<file path="config.mk">
export PLATFORM = sky130hd
export DESIGN_NAME = load_store_unit_flat
export DESIGN_NICKNAME = d
export VERILOG_FILES = /design/src/rtl/load_store_unit_if.sv /design/src/rtl/load_store_unit.sv /design/src/flat_wrapper.sv
export SDC_FILE = /design/constraint.sdc
export NUM_CORES = 1
export LEC_CHECK = 0
export BUFFER_PORTS_ARGS = -buffer_cell sky130_fd_sc_hd__buf_2
export CAP_MARGIN = 20
export CORE_MARGIN = 2
export CORE_UTILIZATION = 52
export CTS_CLUSTER_SIZE = 25
export DETAILED_ROUTE_END_ITERATION = 16
export PLACE_DENSITY = 0.81
export SLEW_MARGIN = 10
export SYNTH_ARGS = -nofsm -noshare
export SYNTH_HDL_FRONTEND = slang
export SYNTH_SLANG_ARGS = --single-unit
</file>
<file path="constraint.sdc">
create_clock -name clock -period 5.2 [get_ports clock]
set_input_delay 1.04 -clock clock [delete_from_list [all_inputs] [get_ports clock]]
set_output_delay 1.04 -clock clock [all_outputs]
set_load 0.05 [all_outputs]
</file>
<file path="src/rtl/load_store_unit_if.sv">
// Request/response and data-memory bundle for the byte-addressed load/store unit.
// slave: the LSU view; master: the pipeline plus data-memory side.
interface load_store_unit_if;
   logic        req_valid;
   logic        req_store;
   logic [1:0]  req_size;
   logic        req_signed;
   logic [17:0] req_addr;
   logic [31:0] req_wdata;
   logic        req_ready;
   logic        done;
   logic [31:0] load_data;
   logic        misaligned;
   logic [15:0] memory_address;
   logic [31:0] write_data;
   logic        mem_write;
   logic        mem_read;
   logic [31:0] read_data;

   modport slave (
      input  req_valid, req_store, req_size, req_signed, req_addr, req_wdata, read_data,
      output req_ready, done, load_data, misaligned, memory_address, write_data,
             mem_write, mem_read
   );

   modport master (
      output req_valid, req_store, req_size, req_signed, req_addr, req_wdata, read_data,
      input  req_ready, done, load_data, misaligned, memory_address, write_data,
             mem_write, mem_read
   );
endinterface

</file>
<file path="src/rtl/load_store_unit.sv">
// Big-endian byte/half/word load-store front end with read-modify-write for sub-word stores.
// Optional alignment rejection is enabled by defining LSU_ALIGN_CHECK_EN.
module load_store_unit (
   input  logic             clock,
   input  logic             reset,
   load_store_unit_if.slave bus
);
   typedef enum logic [1:0] {IDLE, LD, ST_RD, ST_WR} state_t;

   state_t      state;
   logic [17:0] addr_p0;
   logic [1:0]  size_p0;
   logic        sgn_p0;
   logic [31:0] wdata_p0;
   logic [31:0] merge_p1;
   logic [31:0] load_data_p1;
   logic        done_q;
   logic        misaligned_q;
   logic        mem_read_q;
   logic        mem_write_q;
   logic        misaligned_req;

   function automatic logic [31:0] extend_load(input logic [31:0] word, input logic [1:0] size,
                                               input logic [1:0] off, input logic sgn);
      logic signed [7:0]  b;
      logic signed [15:0] h;
      logic [31:0]        r;
      case (off)
         2'd0:    b = word[31:24];
         2'd1:    b = word[23:16];
         2'd2:    b = word[15:8];
         default: b = word[7:0];
      endcase
      h = off[1] ? word[15:0] : word[31:16];
      case (size)
         2'b00:   if (sgn) r = 32'(b); else r = {24'd0, b};
         2'b01:   if (sgn) r = 32'(h); else r = {16'd0, h};
         default: r = word;
      endcase
      return r;
   endfunction

   function automatic logic [31:0] merge_store(input logic [31:0] word, input logic [31:0] wdata,
                                               input logic [1:0] size, input logic [1:0] off);
      logic [31:0] r;
      r = word;
      case (size)
         2'b00:
            case (off)
               2'd0:    r[31:24] = wdata[7:0];
               2'd1:    r[23:16] = wdata[7:0];
               2'd2:    r[15:8]  = wdata[7:0];
               default: r[7:0]   = wdata[7:0];
            endcase
         2'b01:   if (off[1]) r[15:0] = wdata[15:0]; else r[31:16] = wdata[15:0];
         default: r = wdata;
      endcase
      return r;
   endfunction

`ifdef LSU_ALIGN_CHECK_EN
   assign misaligned_req = ((bus.req_size == 2'b01) && bus.req_addr[0]) ||
                           (bus.req_size[1] && (bus.req_addr[1:0] != 2'b00));
`else
   assign misaligned_req = 1'b0;
`endif

   always_ff @(posedge clock) begin
      if (reset) begin
         state        <= IDLE;
         done_q       <= 1'b0;
         misaligned_q <= 1'b0;
         load_data_p1 <= 32'd0;
         merge_p1     <= 32'd0;
         mem_read_q   <= 1'b0;
         mem_write_q  <= 1'b0;
      end else begin
         done_q       <= 1'b0;
         misaligned_q <= 1'b0;
         case (state)
            // p0: capture the request on acceptance
            IDLE: if (bus.req_valid) begin
               addr_p0  <= bus.req_addr;
               size_p0  <= bus.req_size;
               sgn_p0   <= bus.req_signed;
               wdata_p0 <= bus.req_wdata;
               if (misaligned_req) begin
                  done_q       <= 1'b1;
                  misaligned_q <= 1'b1;
               end else if (!bus.req_store) begin
                  state      <= LD;
                  mem_read_q <= 1'b1;
               end else if (bus.req_size[1]) begin
                  merge_p1    <= bus.req_wdata;
                  state       <= ST_WR;
                  mem_write_q <= 1'b1;
               end else begin
                  state      <= ST_RD;
                  mem_read_q <= 1'b1;
               end
            end
            // p1: memory word returned, extract load or merge store lanes
            LD: begin
               load_data_p1 <= extend_load(bus.read_data, size_p0, addr_p0[1:0], sgn_p0);
               done_q       <= 1'b1;
               mem_read_q   <= 1'b0;
               state        <= IDLE;
            end
            ST_RD: begin
               merge_p1    <= merge_store(bus.read_data, wdata_p0, size_p0, addr_p0[1:0]);
               mem_read_q  <= 1'b0;
               mem_write_q <= 1'b1;
               state       <= ST_WR;
            end
            // p2: write lands on this edge
            ST_WR: begin
               mem_write_q <= 1'b0;
               done_q      <= 1'b1;
               state       <= IDLE;
            end
            default: state <= IDLE;
         endcase
      end
   end

   assign bus.req_ready      = (state == IDLE) && !reset;
   assign bus.done           = done_q;
   assign bus.misaligned     = misaligned_q;
   assign bus.load_data      = load_data_p1;
   assign bus.memory_address = addr_p0[17:2];
   assign bus.write_data     = merge_p1;
   assign bus.mem_read       = mem_read_q;
   assign bus.mem_write      = mem_write_q;
endmodule

</file>
<file path="src/flat_wrapper.sv">
// flat-port wrapper written by rule: the top's interface ports become plain ports
module load_store_unit_flat 
  (clock, reset, bus_req_valid, bus_req_store, bus_req_size, bus_req_signed, bus_req_addr, bus_req_wdata, bus_read_data, bus_req_ready, bus_done, bus_load_data, bus_misaligned, bus_memory_address, bus_write_data, bus_mem_write, bus_mem_read);
  load_store_unit_if bus_i ();
  input  logic clock;
  input  logic reset;
  input wire logic [$bits(bus_i.req_valid)-1:0] bus_req_valid;
  input wire logic [$bits(bus_i.req_store)-1:0] bus_req_store;
  input wire logic [$bits(bus_i.req_size)-1:0] bus_req_size;
  input wire logic [$bits(bus_i.req_signed)-1:0] bus_req_signed;
  input wire logic [$bits(bus_i.req_addr)-1:0] bus_req_addr;
  input wire logic [$bits(bus_i.req_wdata)-1:0] bus_req_wdata;
  input wire logic [$bits(bus_i.read_data)-1:0] bus_read_data;
  output wire logic [$bits(bus_i.req_ready)-1:0] bus_req_ready;
  output wire logic [$bits(bus_i.done)-1:0] bus_done;
  output wire logic [$bits(bus_i.load_data)-1:0] bus_load_data;
  output wire logic [$bits(bus_i.misaligned)-1:0] bus_misaligned;
  output wire logic [$bits(bus_i.memory_address)-1:0] bus_memory_address;
  output wire logic [$bits(bus_i.write_data)-1:0] bus_write_data;
  output wire logic [$bits(bus_i.mem_write)-1:0] bus_mem_write;
  output wire logic [$bits(bus_i.mem_read)-1:0] bus_mem_read;
  assign bus_i.req_valid = bus_req_valid;
  assign bus_i.req_store = bus_req_store;
  assign bus_i.req_size = bus_req_size;
  assign bus_i.req_signed = bus_req_signed;
  assign bus_i.req_addr = bus_req_addr;
  assign bus_i.req_wdata = bus_req_wdata;
  assign bus_i.read_data = bus_read_data;
  assign bus_req_ready = bus_i.req_ready;
  assign bus_done = bus_i.done;
  assign bus_load_data = bus_i.load_data;
  assign bus_misaligned = bus_i.misaligned;
  assign bus_memory_address = bus_i.memory_address;
  assign bus_write_data = bus_i.write_data;
  assign bus_mem_write = bus_i.mem_write;
  assign bus_mem_read = bus_i.mem_read;
  load_store_unit u_core (.clock(clock), .reset(reset), .bus(bus_i));
endmodule
</file>
==> impl_metrics.ini, run 1 <==
[die]
die_area_mm2 = 0.0125
start_util_pct = 53.0
ios = 174
core_mm2 = 0.0114
die_x_um = 112
num_rows = 39
die_h_um = 112

[synth]
ys.flop_type = dfxtp_1
syn_nets = 677
syn_area_per_cell_um2 = 10.3
synth_top_family_by_area = compound AO/OA/AOI/OAI gates
yosys.cell_types.count = 60
synth_cells = 584
synthTopCellsByArea = edfxtp_1 (26%), dfxtp_1 (23%), nand2_1 (3.7%)
synth_mux_area_share_pct = 6.20
synth-edff-count = 53
synth_compound_area_share_pct = 21.8
ys_seq_area_share_pct = 49.3
yosysTopAreaCellShare_pct = 26.4
synthAdderAreaFrac_pct = 0.830
async_reset_ff_share_pct = 0
synthSimpleGateAreaFrac_pct = 14.7
synth-warning-count = 0
synth_most_common_cell = dfxtp_1
synth_top_cell_by_area = edfxtp_1
synth_xor_area_share_pct = 0
synth_common_cells = dfxtp_1 (69), nand2_1 (59), edfxtp_1 (53)
syn_area_mm2 = 0.00603
synth_seq_cells = 122

[critical_path]
slowest_stage = buf_2
cp.buffers_inverters = 2
crit_type = input port to output port
crit_path_end_kind = output port
reg2reg_slack_ps = 2860
worst_ep_required_time_ps = 4160
crit_path_max_incr_delay_ps = 680
reg2regPathDepth = 5
critPathTopFamily = buffers and inverters
cp_max_fo = 42
arrival_ps = 2080
timing.critical_path.mode_cell = buf_2
reg2reg_from = u_core.state[0]
path_cells = buf_2 -> nor2b_1 -> buf_2
r2r-end = u_core.addr_p0[2]
worst_setup_path_start_kind = input port

[timing]
setup_violations = 0
hold_viol = 0
relSlewSlack_pct = 39.9
period_needed_ps = 3120
timing.setup.tns_ps = 0
final.period_utilization_pct = 60.0
slew_viol_final = 0
worst_pin_slew_ps = 901
rsz0062_at_grt = false
finalWorstSetupSlack_ps = 2080
skew_ps = 6.46
max_freq_mhz = 320

[hold_path]
min_from = u_core.bus.write_data[9]
min_to = u_core.bus.write_data[9]
min_path_cells = 2
hp-class = flip-flop to flip-flop

[routing]
postRouteAntennaNets = 0
drtIter0Drc = 607
drc = 0
routedWlPerCell_um = 19.3
vias = 5256
wl_met2_um = 7920
dr.pass1.iters = 5
wl_um = 16900
wl_met1_um = 6840
viasPerCell = 6.01
dr_wl_met3_um = 1590
highest-signal-layer = met4

[global_routing]
grt_overflow = 0
grt_use_total_pct = 26.8
grt_pass1_wl_um = 26100
grt_start_max_net_pins = 57
first_global_vias = 4903
antenna_found_initial = 0

[pwr]
internal_power_mw = 1.87
switching_share_pct = 31.0
p_switching_mw = 0.839
p_comb_share_pct = 19.4
power.ir.vdd_worst_mv = 0.193
finalPower_mw = 2.70
power.leakage_nw = 2.95
clkPwrFrac_pct = 39.4
power_frac_seq_pct = 41.2
p_per_area_mw_per_mm2 = 372

[cts]
numCtsBuffers = 17
clockBufferDepth = 2
cts_hold_buffers = 0
cts_tree = done
clk_latency_ps = 420
postCtsSetupRepairBufs = 0
clkSinkCount = 122
htree_levels = 4
clk_pin_slew_ps = 50
cts-root-buf = clkbuf_16
cts_resized = 0

[job]
max_cap_viol_count = 0

[placed_design]
gp_congestion = 0.873
dp_hpwl_um = 11900
place_ws_ps = 2060
port_buffers = 172
dpl_cell_area_mm2 = 0.00673

[cells_and_area]
area_delta_synth_final_pct = 20.6
final_cell_area_mm2 = 0.00727
post-route-util_pct = 64.0
fin_nets = 810
nFillCells = 892
drive_gt1_share_pct = 34.2

[status]
status = completed
==> layout by cell type, fill, tap and decap left out, types with 5 or more instances in the layout <==
cell,count
clkbuf_16,17
buf_2,172
mux2i_1,18
a211oi_2,10
clkinvlp_4,5
o211ai_1,6
a22o_1,7
or3b_1,7
inv_1,5
buf_4,8
mux2_2,16
a21boi_0,6
edfxtp_1,53
nand4_1,10
nand4bb_1,8
o21ai_0,44
dfxtp_1,69
o221ai_1,6
nor3b_1,5
o2bb2ai_1,6
o21ai_1,10
o21a_1,5
nand3_1,9
nor2_1,37
and3_1,7
nand2_1,59
nand3b_1,7
a22oi_1,19
a211oi_1,15
o22ai_1,7
a311oi_1,7
a21oi_1,24
==> per-layer routing <==
metal,track usage [%],vias to the layer above
met5,0,-
met2,41.7,285
met4,11.0,0
met3,6.48,54
met1,36.0,2470
li1,-,2447
==> state kept, by name (all words and copies together) (netlist names) <==
register               count
u_core.sgn_p0              1
u_core.addr_p0            18
u_core.bus.mem_write       1
u_core.bus.mem_read        1
u_core.wdata_p0           32
u_core.bus.write_data     32
u_core.size_p0             2
u_core.state               2
u_core.bus.load_data      32
u_core.bus.done            1
==> logic make-up (layout without fill, tap and decap cells) <==
| group | after synthesis | count (layout) |
|---|---|---|
| compound gates | 184 | 184 |
| flops | 122 | 122 |
| buf+inv | 73 | 219 |
| simple gates | 165 | 165 |
| fa+ha+maj | 4 | 4 |
| other cells | 1 | 2 |
| mux | 35 | 35 |
==> per-stage QoR <==
stage / hold slack (ps) / cells
after global placement: 437 / 841
after detailed placement: 448 / 841
after global routing: 471 / 873
after floorplan: 482 / 584
final: 458 / 874
after CTS: 460 / 873
==> worst reg2reg max path: stages, from the launching register on <==
cell and delay (ps):
dfxtp_1 340, inv_1 90, ha_1 330, nand2_1 200, nor2_4 530, buf_4 500
==> worst max-delay path by stage <==
stage | from | end | slack, ps | depth (start not counted)
floorplan | reset | u_core.addr_p0[0] | 880 | 4
global placement | reset | bus_req_ready | 2100 | 3
detailed placement | reset | bus_req_ready | 2060 | 3
CTS | reset | bus_req_ready | 2070 | 3
global route | reset | bus_req_ready | 2010 | 3
finish | reset | bus_req_ready | 2080 | 3
==> layout make-up <==
type	count	area, um^2	share of cell area (%)
Antenna cell	1	2.50	0.0344
Multi-Input combinational cell	389	2640	36.2
Tap cell	143	179	2.46
Sequential cell	122	2970	40.9
Inverter	7	26.3	0.361
Clock inverter	14	108	1.48
Clock buffer	18	429	5.90
Timing Repair Buffer	180	921	12.7
==> power by group through the flow <==
stage	clock network (mW)	registers [mW]	logic [mW]
6_report	1.07	1.11	0.526
5_1_grt	1.12	1.12	0.559
4_1_cts	1.08	1.11	0.524
3_5_place_dp	0	1.13	0.523
3_3_place_gp	0	1.13	0.512
2_1_floorplan	0	1.27	0.245
(Power assumes the default switching activity.)
==> run 2: changes to the inputs <==
--- a/config.mk
+++ b/config.mk
@@ -8,10 +8,10 @@
 export BUFFER_PORTS_ARGS = -buffer_cell sky130_fd_sc_hd__buf_2
 export CAP_MARGIN = 20
 export CORE_MARGIN = 2
-export CORE_UTILIZATION = 52
+export CORE_UTILIZATION = 47
 export CTS_CLUSTER_SIZE = 25
 export DETAILED_ROUTE_END_ITERATION = 16
-export PLACE_DENSITY = 0.81
+export PLACE_DENSITY = 0.77
 export SLEW_MARGIN = 10
 export SYNTH_ARGS = -nofsm -noshare
 export SYNTH_HDL_FRONTEND = slang
==> constraint.sdc (replaced) <==
create_clock -name clock -period 2.5 [get_ports clock]
set_input_delay 0.5 -clock clock [delete_from_list [all_inputs] [get_ports clock]]
set_output_delay 0.5 -clock clock [all_outputs]
set_load 0.05 [all_outputs]
==> impl_metrics.ini, run 2 (synthesis gave the netlist of run 1 again) <==
[status]
status = completed

[die]
core_mm2 = 0.0126
die_area_mm2 = 0.0138
num_rows = 41
die_h_um = 117
ios = 174
die_x_um = 117
start_util_pct = 48.0

[global_routing]
grtUsageMet1_pct = 35.8
grt_pass1_wl_um = 26300
grt_use_total_pct = 25.6
first_global_vias = 4859
grt_overflow = 0
antenna_found_initial = 2
use_met2_pct = 39.6
grt_start_max_net_pins = 54
grt.busiest_layer = met2
use_met3_pct = 5.15

[routing]
viasPerCell = 5.76
dr.pass1.iters = 5
wl_um = 17700
vias = 5267
drc = 0
routedWlPerCell_um = 19.3
postRouteAntennaNets = 0
drtIter0Drc = 611

[pwr]
finalPower_mw = 5.80
p_per_area_mw_per_mm2 = 780
power.leakage_nw = 3.02
power.ir.vdd_worst_mv = 0.676

[placed_design]
port_buffers = 172
gp_congestion = 0.899
dp_hpwl_um = 12600

[cells_and_area]
nFillCells = 1055
fin_nets = 820
final_cell_mix = buf_2 (172), dfxtp_1 (69), nand2_1 (59)
multi_input_area_mm2 = 0.00264
seq_area_mm2 = 0.00297
drive_gt1_share_pct = 35.1
post-route-util_pct = 59.1
area_delta_synth_final_pct = 23.3
mostFrequentLayoutCell = buf_2

[critical_path]
crit_path_end_kind = flip-flop
arrival_ps = 2400
worst_setup_path_start_kind = flip-flop
cp_max_fo = 16
crit_type = flip-flop to flip-flop
worst_ep_required_time_ps = 2760

[timing]
relSlewSlack_pct = 51.6
timing.setup.tns_ps = 0
slew_viol_final = 0
final.period_utilization_pct = 85.6
max_freq_mhz = 467
setup_violations = 0
period_needed_ps = 2140
worst_pin_slew_ps = 721
skew_ps = 7.64
rsz0062_at_grt = false
hold_ws_ps = 256
hold_viol = 0

[cts]
clk_latency_ps = 420
cts-root-buf = clkbuf_16
clk_pin_slew_ps = 50
cts_resized = 0
cts_tree = done
clockBufferDepth = 2
htree_levels = 4
clkSinkCount = 122
numCtsBuffers = 17
cts_hold_buffers = 0
postCtsSetupRepairBufs = 0

[job]
max_cap_viol_count = 0

[hold_path]
hp-class = input port to flip-flop
-- run 2: changes by cell type in the layout (fill, tap and decap cells not counted), sizes merged --
cell / delta
buf: +10
diode: +1
bufinv: +1
clkinv: -2
clkbuf: +1
-- run 2: layout make-up --
type | instances | area share [%]
antenna | 2 | 0.0673
clock buffer | 19 | 5.96
clock inverter | 13 | 1.72
inverter | 7 | 0.353
multi-input combinational | 389 | 35.4
sequential | 122 | 40.0
tap | 172 | 2.90
timing repair buffer | 190 | 13.6
-- run 2: stage by stage --
step | worst slack [ps] | cells | instance area, um^2
after CTS | 373 | 912 | 7430
final | 360 | 914 | 7430
after global placement | 511 | 880 | 6860
after detailed placement | 418 | 880 | 6860
after global routing | 252 | 914 | 7430
after floorplan | 200 | 584 | 6040
-- run 2: routing by layer --
metal | wire length [um] | vias up
met5 | 0 | -
met4 | 329 | 0
met3 | 1050 | 27
met2 | 8410 | 228
met1 | 7870 | 2548
li1 | - | 2464
-- run 2: report_power, final --
group	internal (mW)	switching [mW]	total, mW
clock	1.48	0.891	2.37
sequential	2.23	0.0872	2.32
combinational	0.320	0.790	1.11
-- run 2: final timing paths --
check | startpoint | end | slack, ps | depth (start not counted)
worst max-delay path | u_core.addr_p0[1] | u_core.bus.load_data[16] | 360 | 4
worst min-delay path | bus_req_addr[4] | u_core.addr_p0[4] | 260 | 1
worst max register to register | u_core.addr_p0[1] | u_core.bus.load_data[16] | 360 | 4
worst min register to register | u_core.bus.write_data[14] | u_core.bus.write_data[14] | 450 | 2
-- run 2: critical path, stage by stage, from the launching register on --
cell	delay, ps
edfxtp_1	720
mux2i_2	320
nand2b_1	130
a41oi_4	650
a211oi_1	160
==> run 3: changes to the inputs <==
==> constraint.sdc (replaced) <==
create_clock -name clock -period 2.5 [get_ports clock]
set_input_delay 0.75 -clock clock [delete_from_list [all_inputs] [get_ports clock]]
set_output_delay 0.75 -clock clock [all_outputs]
set_load 0.05 [all_outputs]
==> impl_metrics.ini, run 3 (synthesis gave the netlist of run 1 again) <==
[cts]
numCtsBuffers = 17
postCtsSetupRepairBufs = 0
cts_tree = done
cts_resized = 0
htree_levels = 4
cts_hold_buffers = 0
clkSinkCount = 122
cts-root-buf = clkbuf_16
clk_pin_slew_ps = 50
clockBufferDepth = 2
clk_latency_ps = 420

[placed_design]
place_ws_ps = 400
port_buffers = 172
gp_congestion = 0.894
dp_hpwl_um = 12400
dp_cells = 879

[routing]
wl_um = 17200
drtIter0Drc = 477
postRouteAntennaNets = 0
routedWlPerCell_um = 18.9
viasPerCell = 5.82
vias = 5303
dr.pass1.iters = 5
drc = 0

[die]
die_x_um = 117
start_util_pct = 48.0
die_area_mm2 = 0.0138
die_h_um = 117
ios = 174
core_mm2 = 0.0126
num_rows = 41

[global_routing]
grt_start_max_net_pins = 54
grt_pass1_wl_um = 26200
antenna_found_initial = 1
first_global_vias = 4992
grt_overflow = 0
grt_use_total_pct = 25.5

[critical_path]
critPathLaunch = u_core.state[0]
path_cells = inv_1 -> ha_1 -> nor2b_2 -> buf_2
crit_path_max_incr_delay_ps = 340
reg2reg_from = u_core.size_p0[0]
r2r-end = u_core.bus.load_data[14]
arrival_ps = 1610
worst_ep_required_time_ps = 1750
crit_path_end_kind = output port
reg2regPathDepth = 4
worst_setup_path_start_kind = flip-flop
reg2reg_slack_ps = 420
cp_max_fo = 9
slowest_stage = dfxtp_1
crit_type = flip-flop to output port
crit_end = bus_req_ready

[timing]
relSlewSlack_pct = 51.0
hold_viol = 0
rsz0062_at_grt = false
skew_ps = 6.03
slew_viol_final = 0
period_needed_ps = 2360
final.period_utilization_pct = 94.5
setup_violations = 0
worst_pin_slew_ps = 729
finalWorstSetupSlack_ps = 136
max_freq_mhz = 423
timing.setup.tns_ps = 0

[cells_and_area]
fin_nets = 819
post-route-util_pct = 59.0
mostFrequentLayoutCell = buf_2
drive_gt1_share_pct = 35.2
layout.cells.non_filler = 911
nFillCells = 1043
final_cell_mix = buf_2 (172), dfxtp_1 (69), nand2_1 (59)
area_delta_synth_final_pct = 23.0

[status]
status = completed

[pwr]
finalPower_mw = 5.68
power.ir.vdd_worst_mv = 0.411
p_per_area_mw_per_mm2 = 766
power.leakage_nw = 3.00

[hold_path]
hp-class = flip-flop to flip-flop

[job]
max_cap_viol_count = 0
-- run 3: cell count changes in the layout (fill, tap and decap cells not counted) --
cell       before  now
buf_4          17   15
buf_12          1    2
bufinv_16       2    1
clkinv_1        3    2
clkinv_4        1    2
diode_2         2    1
nor2b_1         3    2
nor2b_2         0    1
-- run 3: power by group --
| part | switching (mW) | leakage, nW | internal [mW] |
|---|---|---|---|
| registers | 0.0849 | 1.06 | 2.23 |
| clock network | 0.877 | 0.252 | 1.37 |
| logic | 0.788 | 1.70 | 0.326 |
-- run 3: per-layer routing --
| metal | up-vias | track usage (%) | routed length [um] |
|---|---|---|---|
| met2 | 262 | 38.2 | 8010 |
| li1 | 2455 | - | - |
| met4 | 0 | 13.9 | 616 |
| met5 | - | 0 | 0 |
| met1 | 2531 | 34.1 | 7350 |
| met3 | 55 | 5.82 | 1280 |
-- run 3: per-stage QoR --
step	hold WS [ps]	cell area, um^2
6_report	443	7410
5_1_grt	470	7410
4_1_cts	445	7410
3_5_place_dp	439	6870
3_3_place_gp	440	6870
2_1_floorplan	482	6040
-- run 3: worst min-delay path by stage --
| stage | startpoint | to | cells past startpoint |
|---|---|---|---|
| after global placement | u_core.bus.write_data[14] | u_core.bus.write_data[14] | 2 |
| after CTS | u_core.bus.write_data[14] | u_core.bus.write_data[14] | 2 |
| after global routing | u_core.bus.write_data[29] | u_core.bus.write_data[29] | 2 |
| final | u_core.bus.write_data[14] | u_core.bus.write_data[14] | 2 |
| after floorplan | u_core.wdata_p0[19] | u_core.bus.write_data[19] | 2 |
| after detailed placement | u_core.bus.write_data[14] | u_core.bus.write_data[14] | 2 |
-- run 3: critical path: cells and delay by family (launching register included) --
kind	cells	cell delay (ps)
adder cells (fa/ha/maj)	1	320
buffers and inverters	2	350
flip-flops	1	340
AND/OR/NAND/NOR	1	190
-- run 3: final cells by class --
cell class / count / area [um^2] / area share, %
Clock buffer: 19 / 443 / 5.97
Inverter: 7 / 26.3 / 0.354
Antenna cell: 1 / 2.50 / 0.0338
Timing Repair Buffer: 189 / 1010 / 13.7
Multi-Input combinational cell: 389 / 2640 / 35.6
Sequential cell: 122 / 2970 / 40.1
Clock inverter: 12 / 103 / 1.38
Tap cell: 172 / 215 / 2.90
